<file path="src/rtl/interboard_receiver.sv">
// Receive half of the inter-board link: synchronizes the peer Request line,
// runs the 4-phase Request/Ack handshake, reassembles four 6-bit words into
// one 24-bit game message and presents it as a one-cycle en/rst pulse with
// held field outputs.
module interboard_receiver #(
   parameter int unsigned TIMEOUT_CYCLES = 1000000,
   parameter int unsigned SYNC_STAGES    = 2
) (
   input  logic       clk,
   input  logic       rst,
   input  logic       Request,
   input  logic [5:0] interboard_data,
   output logic       Ack,
   output logic       interboard_rst,
   output logic       interboard_en,
   output logic [3:0] interboard_msg_type,
   output logic       interboard_move_dir,
   output logic [4:0] interboard_block_x,
   output logic [2:0] interboard_block_y,
   output logic [5:0] interboard_card,
   output logic [2:0] interboard_sel_len,
   output logic       busy
);

   localparam int unsigned TMO_W = $clog2(TIMEOUT_CYCLES + 1);
   localparam logic [TMO_W-1:0] TMO_LAST = TMO_W'(TIMEOUT_CYCLES - 1);

   typedef enum logic [1:0] {
      IDLE,
      ACK_HIGH,
      DELIVER
   } state_t;

   state_t                 state, state_next;
   logic [SYNC_STAGES-1:0] sync;
   logic                   req_s;
   logic [2:0]             word_cnt, word_cnt_next;
   logic [TMO_W-1:0]       tmo_cnt, tmo_cnt_next;
   logic [22:0]            shreg, shreg_next;
   logic                   ack_next, en_next, rst_next, load;

   // Request synchronizer chain.
   always_ff @(posedge clk) begin
      if (rst) sync <= '0;
      else     sync <= {sync[SYNC_STAGES-2:0], Request};
   end

   assign req_s = sync[SYNC_STAGES-1];

   // Next-state, word assembly and timeout logic.
   always_comb begin
      state_next    = state;
      word_cnt_next = word_cnt;
      shreg_next    = shreg;
      tmo_cnt_next  = '0;
      en_next       = 1'b0;
      rst_next      = 1'b0;
      load          = 1'b0;
      case (state)
         IDLE: begin
            if (req_s) begin
               // The spare bit is dropped as word0 passes position 16, so the
               // 23-bit register ends up holding {rst_flag, msg_type, words1-3}.
               shreg_next = {shreg[17], shreg[15:0], interboard_data};
               state_next = ACK_HIGH;
            end else if (word_cnt != 3'd0) begin
               if (tmo_cnt == TMO_LAST) word_cnt_next = '0;
               else                     tmo_cnt_next  = tmo_cnt + TMO_W'(1);
            end
         end
         ACK_HIGH: begin
            if (!req_s) begin
               word_cnt_next = word_cnt + 3'd1;
               state_next    = (word_cnt == 3'd3) ? DELIVER : IDLE;
            end else if (tmo_cnt == TMO_LAST) begin
               word_cnt_next = '0;
               state_next    = IDLE;
            end else begin
               tmo_cnt_next = tmo_cnt + TMO_W'(1);
            end
         end
         DELIVER: begin
            load          = 1'b1;
            rst_next      = shreg[22];
            en_next       = ~shreg[22];
            word_cnt_next = '0;
            state_next    = IDLE;
         end
         default: state_next = IDLE;
      endcase
      ack_next = (state_next == ACK_HIGH);
   end

   // State, counters, shift register and handshake/pulse registers.
   always_ff @(posedge clk) begin
      if (rst) begin
         state          <= IDLE;
         word_cnt       <= '0;
         tmo_cnt        <= '0;
         shreg          <= '0;
         Ack            <= 1'b0;
         interboard_en  <= 1'b0;
         interboard_rst <= 1'b0;
      end else begin
         state          <= state_next;
         word_cnt       <= word_cnt_next;
         tmo_cnt        <= tmo_cnt_next;
         shreg          <= shreg_next;
         Ack            <= ack_next;
         interboard_en  <= en_next;
         interboard_rst <= rst_next;
      end
   end

   // Decoded fields, held until the next delivered message.
   always_ff @(posedge clk) begin
      if (rst) begin
         interboard_msg_type <= '0;
         interboard_move_dir <= 1'b0;
         interboard_block_x  <= '0;
         interboard_block_y  <= '0;
         interboard_card     <= '0;
         interboard_sel_len  <= '0;
      end else if (load) begin
         interboard_msg_type <= shreg[21:18];
         interboard_move_dir <= shreg[17];
         interboard_block_x  <= shreg[16:12];
         interboard_block_y  <= shreg[11:9];
         interboard_card     <= shreg[8:3];
         interboard_sel_len  <= shreg[2:0];
      end
   end

   assign busy = (word_cnt != 3'd0) || Ack;

endmodule

</file>
<file path="config.mk">
export PLATFORM = sky130hd
export DESIGN_NAME = interboard_receiver
export DESIGN_NICKNAME = d
export VERILOG_FILES = /design/src/rtl/interboard_receiver.sv
export SDC_FILE = /design/constraint.sdc
export NUM_CORES = 1
export LEC_CHECK = 0
export ABC_AREA = 1
export CAP_MARGIN = 20
export CORE_MARGIN = 5
export CORE_UTILIZATION = 35
export CTS_CLUSTER_DIAMETER = 120
export DETAILED_ROUTE_END_ITERATION = 6
export GPL_TIMING_DRIVEN = 0
export HOLD_SLACK_MARGIN = 0.12
export PLACE_DENSITY = 0.6
export SYNTH_ARGS = -nofsm -noshare
export SYNTH_HDL_FRONTEND = slang
export SYNTH_SLANG_ARGS = --single-unit
</file>
<file path="constraint.sdc">
create_clock -name clk -period 2 [get_ports clk]
set_input_delay 0.2 -clock clk [delete_from_list [all_inputs] [get_ports clk]]
set_output_delay 0.2 -clock clk [all_outputs]
set_load 0.01 [all_outputs]
</file>
# Word level (Yosys, flattened, before mapping)
# Index checks and enable logic that the tools add are counted.
# word_totals
register_bits,75
# classes
muxes,16
eq_ne,7
addsub,2
bitwise_logic,2
n_reduce_logical,7
# op_table
cell,count
two-way mux 20 bit,4
case mux 20 bit (2 select lines),1
adder 20 x 1 -> 20 bit (second input constant),1
== test 20 bit (second input constant),1
two-way mux 3 bit,4
case mux 3 bit (3 select lines),1
two-way mux 2 bit,4
nonzero test 3 bit,2
== test 2 x 1 -> 1 bit (second input constant),2
inequality test 2 bit (second input constant),2
case mux 2 bit (2 select lines),1
adder 3 x 1 -> 3 bit (second input constant),1
== test 3 x 2 -> 1 bit (second input constant),1
AND reduction 3 bit,1
== test 2 bit (second input constant),1
zero test 2 bit,1
inverter 1 bit,2
AND reduction 2 bit,1
OR reduction 2 bit,1
logical OR 1 bit,1
two-way mux 1 bit,1

# Logic depth before layout (Yosys ltp)
# logic_depth
word_depth,5
ltp_mapped,10
ltp_nobuf,10

# Least setup slack after synthesis
# OpenSTA, ideal clock, no wires.
# synth_path
kind,reg-to-reg
startpoint,register tmo_cnt[0]
endpoint,register tmo_cnt[18]
arrival_ps,1276
period_less_slack_ps,1392
stages_incl_launch_ff,11
n_path_buf,0
setup_slack_ps,608
cell_sequence,dfxtp_1 > ha_1 > nand3_4 > nor2_4 > nand2_4 > nor2_8 > nand2_4 > nor2_4 > nand2_1 > nand2_1 > nor2_1
# synth_via
elab_chain_cells,5
elab_cells_between_ends,7
classes_between,1 x add/sub; 1 x eq/ne; 5 x mux
# synth_lines
item,line_no,rtl
from (decl),38,"logic [TMO_W-1:0] tmo_cnt, tmo_cnt_next;"
from (signal assigned),107,tmo_cnt <= tmo_cnt_next;
adder 20 x 1 -> 20 bit / == test 20 bit (equally long branches),-,
two-way mux 20 bit *,"67, 75",
two-way mux 20 bit,66,end else if (word_cnt != 3'd0) begin
two-way mux 20 bit,61,if (req_s) begin
case mux 20 bit (2 select lines) *,59,case (state)
# Mark *: on every way between the ends. The rest lies on a longest branch, timed or not.
# A chain may end at the register's enable or synchronous reset.

# Worst setup path in the final report
# layout_path
startpoint,register state[1]
endpoint,register word_cnt[0]
# layout_via
elab_chain_cells,3
elab_cells_between_ends,8
classes_between,4 x eq/ne; 1 x mux; 3 x reduce/logical
# layout_lines
item,line_no,rtl
from (decl),34,"state_t state, state_next;"
from (signal assigned),105,state <= state_next;
== test 2 x 1 -> 1 bit (tied with other cells),59,
nonzero test 3 bit (no line) / inequality test 2 bit (equally long branches),-,
AND reduction 3 bit (no line),-,
to (signal assigned),106,word_cnt <= word_cnt_next;
to (decl),37,"logic [2:0] word_cnt, word_cnt_next;"
# Several ways; a longest one is shown, not always the timed one.

==> reports/qor.txt <==
Layout filler cell count = 884
Drt drc = 0
Setup TNS = 0 ns
Fin Clk Skew = 0.00983 ns
Asr flop ratio synth = 0%
Adder-Cell Fraction of Synth Area = 2.75%
R2R setup slack = 0.36 ns
YS warnings = 0
Worst-path fanout max = 4
Tmin final = 1.64 ns
Max Cap Viol = 0
Pwr Density = 739 nW/um^2
Reg area = 1500 um^2
Syn Nets = 435
R2R depth = 8
GRT Total Usage = 13.2%
Multi-input logic area = 1490 um^2
Initial antenna violation count = 0
CP peak stage delay = 0.38 ns
Endpoints failing hold = 0
Synth Register Bits = 75
Initial Utilization = 36.1%
Switch Pwr = 688 uW
Iter 0 DRT Violations = 111
Io pins = 35
Largest net degree at the start of global routing = 14
GPL Wtd Cong = 0.813
Synthesized instance count = 419
Final HPWL DP = 5050 um
Dominant cells by area after synthesis = dfxtp_1 (47%), nor2_1 (16%), o21ai_0 (7.4%), nand2_1 (4.4%), inv_1 (3.5%)
Share of cells above drive strength 1 = 11.3%
Drt wl/cell = 12.2 um
Die X = 105 um
Post-CTS sizing = 0
Switching part of the total = 24.1%
Antenna Violating Nets Remaining = 0
Sink Count = 75
Crit share post-route = 81.8%
Unique masters post-synth = 36
Worst path slowest cell = dfxtp_1
WP data arrival = 1.91 ns
RR Startpoint = state[1]
Hold endpoint = sync[0]
Kind of critical path = flop to flop
Port Buffers = 34
Kind of end point of the critical path = flop
Antenna Cells = 0
DIE AREA = 11100 um^2
Hold crit path type = input port to flop
Largest area contributor in the netlist = dfxtp_1
Non-Filler Instances = 576
Final nets = 480
Clock-pin slew on the worst setup and hold paths = 0.08 ns
Placed cells = 561
Total grt overflow = 0
Clock network power share = 40.5%
Core area = 8810 um^2
Int Pwr = 2160 uW
Cell depth of the worst hold path = 3
Post-Synth Simple-Gate Area = 31.6%
Synth top area share = 47.2%
Status = completed
Leak pwr = 0.00156 uW
Portion of netlist area occupied by mux cells = 0%
Layout area overhead = 21.0%
Critical path buffer and inverter count = 2
Syn Area/Cell = 7.60 um^2
Post-synth top cells = nor2_1 (132), dfxtp_1 (75), o21ai_0 (47)
Cts bufs inserted = 9
RSZ-0062 raised after global routing = no
Req. time, crit path = 2.28 ns
Post-Synth XOR/XNOR Area = 1.65%
Final setup fails = 0
Critical path, cell by cell = inv_1 > ha_1 > inv_1 > o21ai_1 > nand2_1 > o21ai_1 > nand2_1 > a21oi_1
CP top delay family = compound AO/OA/AOI/OAI gates
CTS root buf = clkbuf_8
Hold Startpoint = Request
Worst slew pin tran = 0.489 ns
Vias in the first global route = 2551
Die height = 105 um
Pre-antenna DRT Iters = 4
FMAX = 0.611 GHz
Slew HR = 67.4%
Critical Path Start Type = flop
Maximum vdd drop = 0.349 mV
Power share of the sequential group = 54.4%
EDFF count, synth = 0
Post-CTS setup buffers = 0
Worst reg2reg endpoint = word_cnt[0]
Logic gate share of total power = 5.1%
Vias = 2670
Hold bufs inserted after CTS = 0
Most common cell in the synthesized netlist = nor2_1
Clock latency on the worst-skew pair = 0.35 ns
Main combinational cell family by area after synthesis = simple AND/OR/NAND/NOR gates
Mapped Area = 3180 um^2
Max H-tree Level = 3
# rows = 34
First-pass GRT wire length = 12000 um
Compound-Gate Fraction of Synth Area = 10.8%
Post-synth top flop = dfxtp_1
CTS tree = yes
Vias per cell = 4.64
Clock buffer depth = 2
Final Max Tran Viols = 0
Seq/Total Area, Yosys = 47.2%
Total Wirelength = 7000 um
## final cells by class
class | instances | share of cell area (%)
inverter | 35 | 3.41
sequential | 75 | 39.0
timing repair buffer | 34 | 8.90
tap | 108 | 3.51
clock buffer | 9 | 3.22
buffer | 14 | 1.62
multi-input combinational | 295 | 38.6
clock inverter | 6 | 1.75
## how the worst max path moves through the flow
| stage | from | endpoint | cells after the start |
|---|---|---|---|
| floorplan | tmo_cnt[0] | tmo_cnt[18] | 10 |
| global placement | rst | shreg[0] | 5 |
| detailed placement | rst | shreg[0] | 5 |
| CTS | word_cnt[0] | busy | 5 |
| global route | state[0] | shreg[0] | 6 |
| finish | state[1] | word_cnt[0] | 8 |
## per-stage QoR
step / instance area [um^2] / utilization, % / total power, uW / hold WS, ns / worst slack, ns
final: 3850 / 43.7 / 2850 / 0.360 / 0.363
after global routing: 3850 / 43.7 / 2950 / 0.364 / 0.189
after CTS: 3850 / 43.7 / 2870 / 0.355 / 0.0512
after detailed placement: 3660 / 41.5 / 1730 / 0.398 / 0.207
after global placement: 3660 / 41.5 / 1730 / 0.391 / 0.273
after floorplan: 3180 / - / 1670 / 0.269 / 0.608
## tightest hold or removal path, delay by kind of cell
| kind | cells | cell delay [ns] |
|---|---|---|
| buffers and inverters | 2 | 0.44 |
| and+or+nand+nor | 1 | 0.03 |
## power by group through the flow
| stage | clock network, uW | logic (uW) | registers, uW |
|---|---|---|---|
| after global routing | 1230 | 166 | 1550 |
| after floorplan | 0 | 85.8 | 1580 |
| after global placement | 0 | 144 | 1580 |
| final | 1150 | 145 | 1550 |
| after detailed placement | 0 | 147 | 1580 |
| after CTS | 1170 | 148 | 1550 |
## layer usage
metal  GRT usage [%]  vias up  share of wire (%)
met5               0        -                  0
met4            5.44        0                1.7
met3            3.12        9                4.3
met2            20.3       59                 43
met1            17.7     1189                 51
li1                -     1413                  -
## flip-flops by register name, summed over array words and instances (netlist names), 2 cells and up
signal and flops:
interboard_card 6, tmo_cnt 20, sync 2, word_cnt 3
state 2, interboard_msg_type 4, interboard_block_x 5, interboard_block_y 3
shreg 23, interboard_sel_len 3
## cell families after synthesis
| logic type | after synthesis |
|---|---|
| AOI/OAI and AO/OA | 66 |
| and+or+nand+nor | 216 |
| buffers and inverters | 49 |
| DFF | 75 |
| xor gates and xnor gates | 6 |
| adders and majority gates | 7 |
## cell usage in the layout, fill, tap and decap left out, types with 3 or more instances in the layout
cell type and n:
clkdlybuf4s50_1 33, ha_1 7, xor2_1 4, inv_1 30
nor2_2 6, nand2_1 37, a31oi_1 3, nand4_1 3
nor2_1 132, o21ai_1 4, o21ai_0 47, nor3_1 5
a21oi_1 9, nand3_1 7, nand2_4 3, dfxtp_1 75
clkbuf_1 10, inv_2 5, nor3_2 4, clkbuf_8 9
nand2_2 5
Power figures use the tool's default switching activity.
